File: src/rtl/cdma_despreader.sv
// Gold-code CDMA despreader: regenerates the 31-chip code from a shared seed,
// correlates each code period and acquires/tracks code phase by slipping.
module cdma_despreader #(
  parameter int CODE_LEN  = 31,
  parameter int HIT_THR   = 27,
  parameter int LO_THR    = 4,
  parameter int LOCK_HITS = 2,
  parameter int MISS_MAX  = 3
) (
  input  logic       clk_i,
  input  logic       rst_i,
  input  logic [4:0] seed_i,
  input  logic       chip_i,
  input  logic       chip_valid_i,
  output logic       bit_o,
  output logic       bit_valid_o,
  output logic       locked_o,
  output logic [4:0] corr_o,
  output logic       seed_err_o,
  output logic [1:0] state_o
);

  localparam int HW = $clog2(LOCK_HITS + 1);
  localparam int MW = $clog2(MISS_MAX + 1);
  localparam logic [4:0]    LAST_CHIP = 5'(CODE_LEN - 1);
  localparam logic [4:0]    HIT_T     = 5'(HIT_THR);
  localparam logic [4:0]    LO_T      = 5'(LO_THR);
  localparam logic [4:0]    MAJ_T     = 5'd16;
  localparam logic [HW-1:0] LOCK_LAST = HW'(LOCK_HITS - 1);
  localparam logic [MW-1:0] MISS_LAST = MW'(MISS_MAX - 1);

  typedef enum logic [1:0] {IDLE = 2'd0, SEARCH = 2'd1, TRACK = 2'd2} state_t;

  state_t        state, state_nx;
  logic [4:0]    lfsr_a, lfsr_b;
  logic [4:0]    acc, cnt, total;
  logic [HW-1:0] hit_cnt, hit_nx;
  logic [MW-1:0] miss_cnt, miss_nx;
  logic          gold, active, last, hit_hi, hit;
  logic          slip, emit, emit_bit;

  assign state_o = state;

  // chip_valid_i qualifies chip_i for one cycle; there is no back-pressure,
  // and cycles without it leave every register (including code phase) untouched.
  assign gold   = lfsr_a[4] ^ lfsr_b[4];
  assign active = chip_valid_i && (state != IDLE);
  assign last   = active && (cnt == LAST_CHIP);
  assign total  = acc + {4'd0, chip_i ^ gold};
  assign hit_hi = (total >= HIT_T);
  assign hit    = hit_hi || (total <= LO_T);

  always_comb begin
    state_nx = state;
    hit_nx   = hit_cnt;
    miss_nx  = miss_cnt;
    slip     = 1'b0;
    emit     = 1'b0;
    emit_bit = hit ? hit_hi : (total >= MAJ_T);
    case (state)
      SEARCH: begin
        if (last) begin
          if (hit) begin
            if (hit_cnt == LOCK_LAST) begin
              state_nx = TRACK;
              hit_nx   = '0;
              miss_nx  = '0;
              emit     = 1'b1;
            end else begin
              hit_nx = hit_cnt + HW'(1);
            end
          end else begin
            // Holding the generator for one chip retards local code phase.
            hit_nx = '0;
            slip   = 1'b1;
          end
        end
      end
      TRACK: begin
        if (last) begin
          emit = 1'b1;
          if (hit) begin
            miss_nx = '0;
          end else if (miss_cnt == MISS_LAST) begin
            state_nx = SEARCH;
            hit_nx   = '0;
            miss_nx  = '0;
          end else begin
            miss_nx = miss_cnt + MW'(1);
          end
        end
      end
      IDLE:    state_nx = IDLE;
      default: state_nx = SEARCH;
    endcase
  end

  always_ff @(posedge clk_i) begin
    if (rst_i) begin
      state       <= (seed_i == 5'd0) ? IDLE : SEARCH;
      lfsr_a      <= seed_i;
      lfsr_b      <= seed_i;
      acc         <= '0;
      cnt         <= '0;
      hit_cnt     <= '0;
      miss_cnt    <= '0;
      bit_o       <= 1'b0;
      bit_valid_o <= 1'b0;
      locked_o    <= 1'b0;
      corr_o      <= '0;
      seed_err_o  <= (seed_i == 5'd0);
    end else begin
      state       <= state_nx;
      hit_cnt     <= hit_nx;
      miss_cnt    <= miss_nx;
      bit_valid_o <= emit;
      locked_o    <= (state_nx == TRACK);
      if (emit) bit_o <= emit_bit;
      if (active) begin
        if (!slip) begin
          lfsr_a <= {lfsr_a[3:0], lfsr_a[4] ^ lfsr_a[3] ^ lfsr_a[2] ^ lfsr_a[1]};
          lfsr_b <= {lfsr_b[3:0], lfsr_b[4] ^ lfsr_b[1]};
        end
        if (last) begin
          acc    <= '0;
          cnt    <= '0;
          corr_o <= total;
        end else begin
          acc <= total;
          cnt <= cnt + 5'd1;
        end
      end
    end
  end

endmodule

File: config.mk
export PLATFORM = sky130hd
export DESIGN_NAME = cdma_despreader
export DESIGN_NICKNAME = d
export VERILOG_FILES = /design/src/rtl/cdma_despreader.sv
export SDC_FILE = /design/constraint.sdc
export NUM_CORES = 1
export LEC_CHECK = 0
export CAP_MARGIN = 10
export CORE_ASPECT_RATIO = 0.8
export CORE_MARGIN = 2
export CORE_UTILIZATION = 51
export DETAILED_ROUTE_END_ITERATION = 8
export HOLD_SLACK_MARGIN = 0.06
export PLACE_DENSITY_LB_ADDON = 0.2
export SLEW_MARGIN = 40
export SYNTH_ARGS = -nofsm -noshare
export SYNTH_HDL_FRONTEND = slang
export SYNTH_SLANG_ARGS = --single-unit
export TNS_END_PERCENT = 10
File: constraint.sdc
create_clock -name clk_i -period 8.85 [get_ports clk_i]
set_input_delay 1.77 -clock clk_i [delete_from_list [all_inputs] [get_ports clk_i]]
set_output_delay 1.77 -clock clk_i [all_outputs]
set_load 0.05 [all_outputs]
* Yosys cells after proc, flatten, opt, wreduce, memory -nomap -nowiden *
Cells that the tools add are included.

storage, ports and cells
  bits of input ports = 9
  output and inout port bits = 11
  register bits after elaboration = 35
  word-level logic and storage cells = 90

cells by class
  multiplexer cells = 40
  equal/unequal tests = 13
  bitwise operators = 6
  add/sub/neg operators = 4
  order comparisons = 3
  reduce and logical (&&, ||, !) cells = 12

operator list
  kind                   number
  $mux W5                8
  $mux W2                19
  $ne A2 B2 Y1 const B   7
  $ge A5 B5 Y1 const B   2
  $reduce_and A5 Y1      2
  $mux W1                9
  $pmux W2 S2            2
  $eq A2 B2 Y1 const B   3
  $pmux W2 S3            1
  $reduce_bool A2 Y1     3
  $xor A1 B1 Y1          6
  $add A5 B1 Y5          1
  $add A5 B1 Y5 const B  1
  $eq A5 B5 Y1 const B   1
  $le A5 B3 Y1 const B   1
  $logic_not A5 Y1       1
  $add A2 B1 Y2 const B  2
  $eq A2 B1 Y1 const B   2
  $reduce_and A2 Y1      2
  $logic_and A1 B1 Y1    2
  $logic_not A2 Y1       1
  $pmux W1 S2            1
  $logic_or A1 B1 Y1     1

* Longest topological paths before layout *
  depth in word-level cells = 11
  gate-level depth with buffers = 11

* Worst setup path before layout *
OpenSTA, ideal clock, no wires.

  kind = input to register
  start point = input chip_i
  end point = register lfsr_a[0] (enable)
  path slack = 4.241 ns
  data required time = 8.459 ns
  arrival time = 4.218 ns
  path buffers = 1
  stages on the path = 11
  cells stage by stage = xnor2_1 -> xnor2_1 -> ha_1 -> ha_1 -> buf_2 -> a211oi_1 -> o31a_1 -> nor3_2 -> or2_1 -> and3_1 -> o21ai_0

between the ends
  cells in the longest elaborated chain, start to end = 9
  elaborated cells on any way between the ends = 10
  classes of those cells = 1 x add/sub; 2 x order compare; 1 x eq/ne; 3 x mux; 1 x bitwise; 2 x reduce/logical

RTL lines
  what                                                 RTL line  text
  start, declared                                      13        input logic chip_i,
  $xor A1 B1 Y1 *                                      49        assign total = acc + {4'd0, chip_i ^ gold};
  $add A5 B1 Y5 *                                      49
  $ge A5 B5 Y1 / $le A5 B3 Y1 (equally long branches)  50, 51
  $logic_or A1 B1 Y1 *                                 51        assign hit = hit_hi || (total <= LO_T);
  $mux W1 *                                            63        if (hit) begin
  $mux W1 *                                            62        if (last) begin
  $mux W1 *                                            60        case (state)
  $ne A2 B2 Y1 (no line) *                             -
  $reduce_and A2 Y1 (no line) *                        -
  end signal, assigned                                 101       lfsr_a <= seed_i;
  end signal, assigned                                 121       lfsr_a <= {lfsr_a[3:0], lfsr_a[4] ^ lfsr_a[3] ^ lfsr_a[2] ^ lfsr_a[1]};
  end, declared                                        35        logic [4:0] lfsr_a, lfsr_b;

Mark *: on every way between the ends. The rest lies on a longest branch, timed or not.
A chain may end at the register's enable or synchronous reset.

* Final worst setup path *
  start point = input chip_i
  end point = register lfsr_b[0] (enable)

between the ends
  cells in the longest elaborated chain, start to end = 9
  elaborated cells on any way between the ends = 10
  classes of those cells = 1 x add/sub; 2 x order compare; 1 x eq/ne; 3 x mux; 1 x bitwise; 2 x reduce/logical

RTL lines
  what                                                 RTL line  text
  $xor A1 B1 Y1 *                                      49
  $add A5 B1 Y5 *                                      49
  $ge A5 B5 Y1 / $le A5 B3 Y1 (equally long branches)  50, 51
  $logic_or A1 B1 Y1 *                                 51
  $mux W1 *                                            63
  $mux W1 *                                            62
  $mux W1 *                                            60
  $ne A2 B2 Y1 (no line) *                             -
  $reduce_and A2 Y1 (no line) *                        -
  end signal, assigned                                 102       lfsr_b <= seed_i;
  end signal, assigned                                 122       lfsr_b <= {lfsr_b[3:0], lfsr_b[4] ^ lfsr_b[1]};
  end, declared                                        35

Marked as above.

==> key figures <==
Outcome
  – Status: finished clean

Run
  – Max-Cap Viols: 0

Power
  – Pwr/cell area: 179 nW/um2
  – Worst vdd ir: 108 uV
  – Pleak: 0.844 nW

Clocking
  – Worst-path clk slew: 0.07 ns
  – Post-CTS sizing: 0
  – Hold_buf cts: 0
  – CTS tree: yes
  – TritonCTS Buffers: 5
  – CTS sink cnt: 35
  – Worst skew pair latency: 0.29 ns
  – H-tree depth: 2
  – CTS Root Cell: clkbuf_8
  – Postcts setup bufs: 0
  – Longest Clk Path Bufs: 2

Synthesis
  – Mapped Area: 1860 um2
  – Most numerous cell in the Yosys netlist: dfxtp_1
  – Yosys Warn Count: 0
  – Asr flop ratio synth: 0%
  – Seq cells post-synth: 35
  – Post-synth top area share: 25.8%
  – Synthesized area per cell: 9.13 um2
  – Seq/Total Area, Yosys: 43.5%
  – Post-Synth XOR/XNOR Area: 6.12%
  – Syn Inst Count: 204
  – Main synth FF type: dfxtp_1
  – Commonest cells in the synthesized netlist: dfxtp_1 (24), nand2_1 (23), inv_1 (17)
  – Synth Area in Adders: 5.38%
  – Unique masters post-synth: 47
  – Mux cell area share after synthesis: 0%
  – Synth top area cells: dfxtp_1 (26%), edfxtp_1 (18%), ha_1 (5.4%)
  – Synth Area in Compound Gates: 18.6%
  – Largest family of logic cells by synthesized area: simple AND/OR/NAND/NOR gates
  – Post-synth net total: 221
  – Simple-gate share of the synthesized area: 20.4%
  – Number of synthesized flops with an enable pin: 11
  – Area leader, netlist: dfxtp_1

STA
  – Max Fclk: 217 MHz
  – Skew final: 0.00736 ns
  – Final WS setup: 4.25 ns
  – Total negative setup slack: 0 ns
  – Slew Limit Fails: 0
  – Slew headroom: 55.8%
  – Hold Slack: 0.466 ns
  – Minimum clock period: 4.60 ns
  – Slew @ Worst Pin: 0.662 ns
  – RSZ-0062 raised after global routing: false
  – Finish-stage setup viols: 0
  – Tcrit/Tclk final: 52.0%
  – Final Hold Fails: 0

Finish
  – P&R area growth vs syn: 17.7%
  – Net count reported at finish: 239
  – Antenna cells: 0
  – Share of layout cells above drive strength 1: 9.87%

Worst setup path
  – Reg2reg end: lfsr_b[0]
  – Worst Path Max Fanout: 10
  – Critical path launch point type: input pin
  – Critical Path End: lfsr_b[0]
  – Worst R2R Start: lfsr_a[4]
  – Critical path required time: 8.89 ns
  – FF-to-FF setup slack: 5.72 ns
  – Reg2Reg Depth: 11
  – Critical Path Start: chip_i
  – Arrival time at the worst endpoint: 4.64 ns
  – Critical path class: in -> reg
  – Critical path capture point type: flop

Floorplanning
  – Chip width: 71.6 um
  – Die area: 4150 um2
  – Core area: 3470 um2
  – Die height: 58.0 um
  – Rows: 19
  – Num ports: 20
  – Starting density of the core: 53.6%

Global route
  – GR Util All Layers: 19.4%
  – Initial antenna violation count: 0
  – First-pass GRT wire length: 6270 um
  – Grt ovf: 0
  – Vias in the first global route: 1,402
  – Largest net degree at the start of global routing: 36

Route
  – DRT Pass-1 Iters: 4
  – Routed via count: 1,524
  – DR DRC count: 0
  – Routed Antenna Nets: 0
  – Final wirelength: 3810 um
  – Drt wl/cell: 14.4 um
  – Initial DRC count: 104
  – Vias per cell: 5.75

Hold path
  – Worst min path class: reg -> reg

Place
  – Placer Congestion: 0.855
  – Hpwl dp: 2730 um
  – # port buffers: 19
  – DP Worst Slack: 3.99 ns
[critical path: stages]
cell	delay (ns)
clkdlybuf4s50_1	0.47
xnor2_1	0.13
xnor2_1	0.14
ha_1	0.21
ha_1	0.40
nand2_1	0.12
a32o_1	0.30
a211oi_2	0.41
or2_1	0.24
and3_1	0.16
o21ai_0	0.07
buf_4	0.21
[sequential cells by signal (all words and copies together), names as in the netlist]
signal,count
state_o,2
locked_o,1
lfsr_b,5
bit_o,1
miss_cnt,2
cnt,5
bit_valid_o,1
seed_err_o,1
corr_o,5
lfsr_a,5
acc,5
hit_cnt,2
[cell families (layout without fill, tap and decap cells)]
family / after synthesis / count (layout)
simple gates: 72 / 72
xor+xnor: 13 / 13
buf+inv: 27 / 46
fa+ha+maj: 8 / 8
compound gates: 49 / 49
flops: 35 / 35
[cells in the final DEF, fill, tap and decap left out, types with 8 or more instances in the layout]
master	instances
nor2_1	15
edfxtp_1	11
o21ai_0	11
inv_1	17
dfxtp_1	24
ha_1	8
a21oi_1	16
clkdlybuf4s50_1	19
nor3_1	9
nand2_1	23
[cell type report]
| type | count | area, um2 |
|---|---|---|
| inverter | 17 | 63.8 |
| clock inverter | 2 | 35.0 |
| multi-input combinational | 142 | 941 |
| clock buffer | 6 | 82.6 |
| timing repair buffer | 21 | 205 |
| sequential | 35 | 811 |
| fill | 303 | 1280 |
| tap | 42 | 52.6 |
[stage by stage]
| step | utilization, % | cell area, um2 | instances | power, mW |
|---|---|---|---|---|
| 2_1_floorplan | - | 1860 | 204 | 0.229 |
| 3_3_place_gp | 59.7 | 2070 | 257 | 0.245 |
| 3_5_place_dp | 59.7 | 2070 | 257 | 0.247 |
| 4_1_cts | 63.1 | 2190 | 265 | 0.394 |
| 5_1_grt | 63.1 | 2190 | 265 | 0.408 |
| 6_report | 63.1 | 2190 | 265 | 0.393 |
[per-layer routing]
metal	wire length [um]	global-route usage, %
met2	1870	31.6
met3	87	4.52
met4	45	8.36
met5	0	0
met1	1810	25.0
[power breakdown]
| group | internal, mW | switching (mW) | total (mW) | leakage, nW |
|---|---|---|---|---|
| combinational | 0.0240 | 0.0365 | 0.0605 | 0.478 |
| clock | 0.0911 | 0.0574 | 0.149 | 0.0612 |
| sequential | 0.177 | 0.00651 | 0.184 | 0.305 |
| total | 0.292 | 0.100 | 0.393 | 0.844 |
[how the worst min path moves through the flow]
stage / slack [ns] / end / cells past startpoint / start
after floorplan: 0.44 / acc[0] / 2 / acc[0]
after global placement: 0.45 / corr_o[0] / 2 / corr_o[0]
after detailed placement: 0.46 / corr_o[0] / 2 / corr_o[0]
after CTS: 0.47 / corr_o[0] / 2 / corr_o[0]
after global routing: 0.49 / hit_cnt[1] / 1 / hit_cnt[1]
final: 0.47 / corr_o[0] / 2 / corr_o[0]
Note: power is estimated with default switching activity, not from simulation.
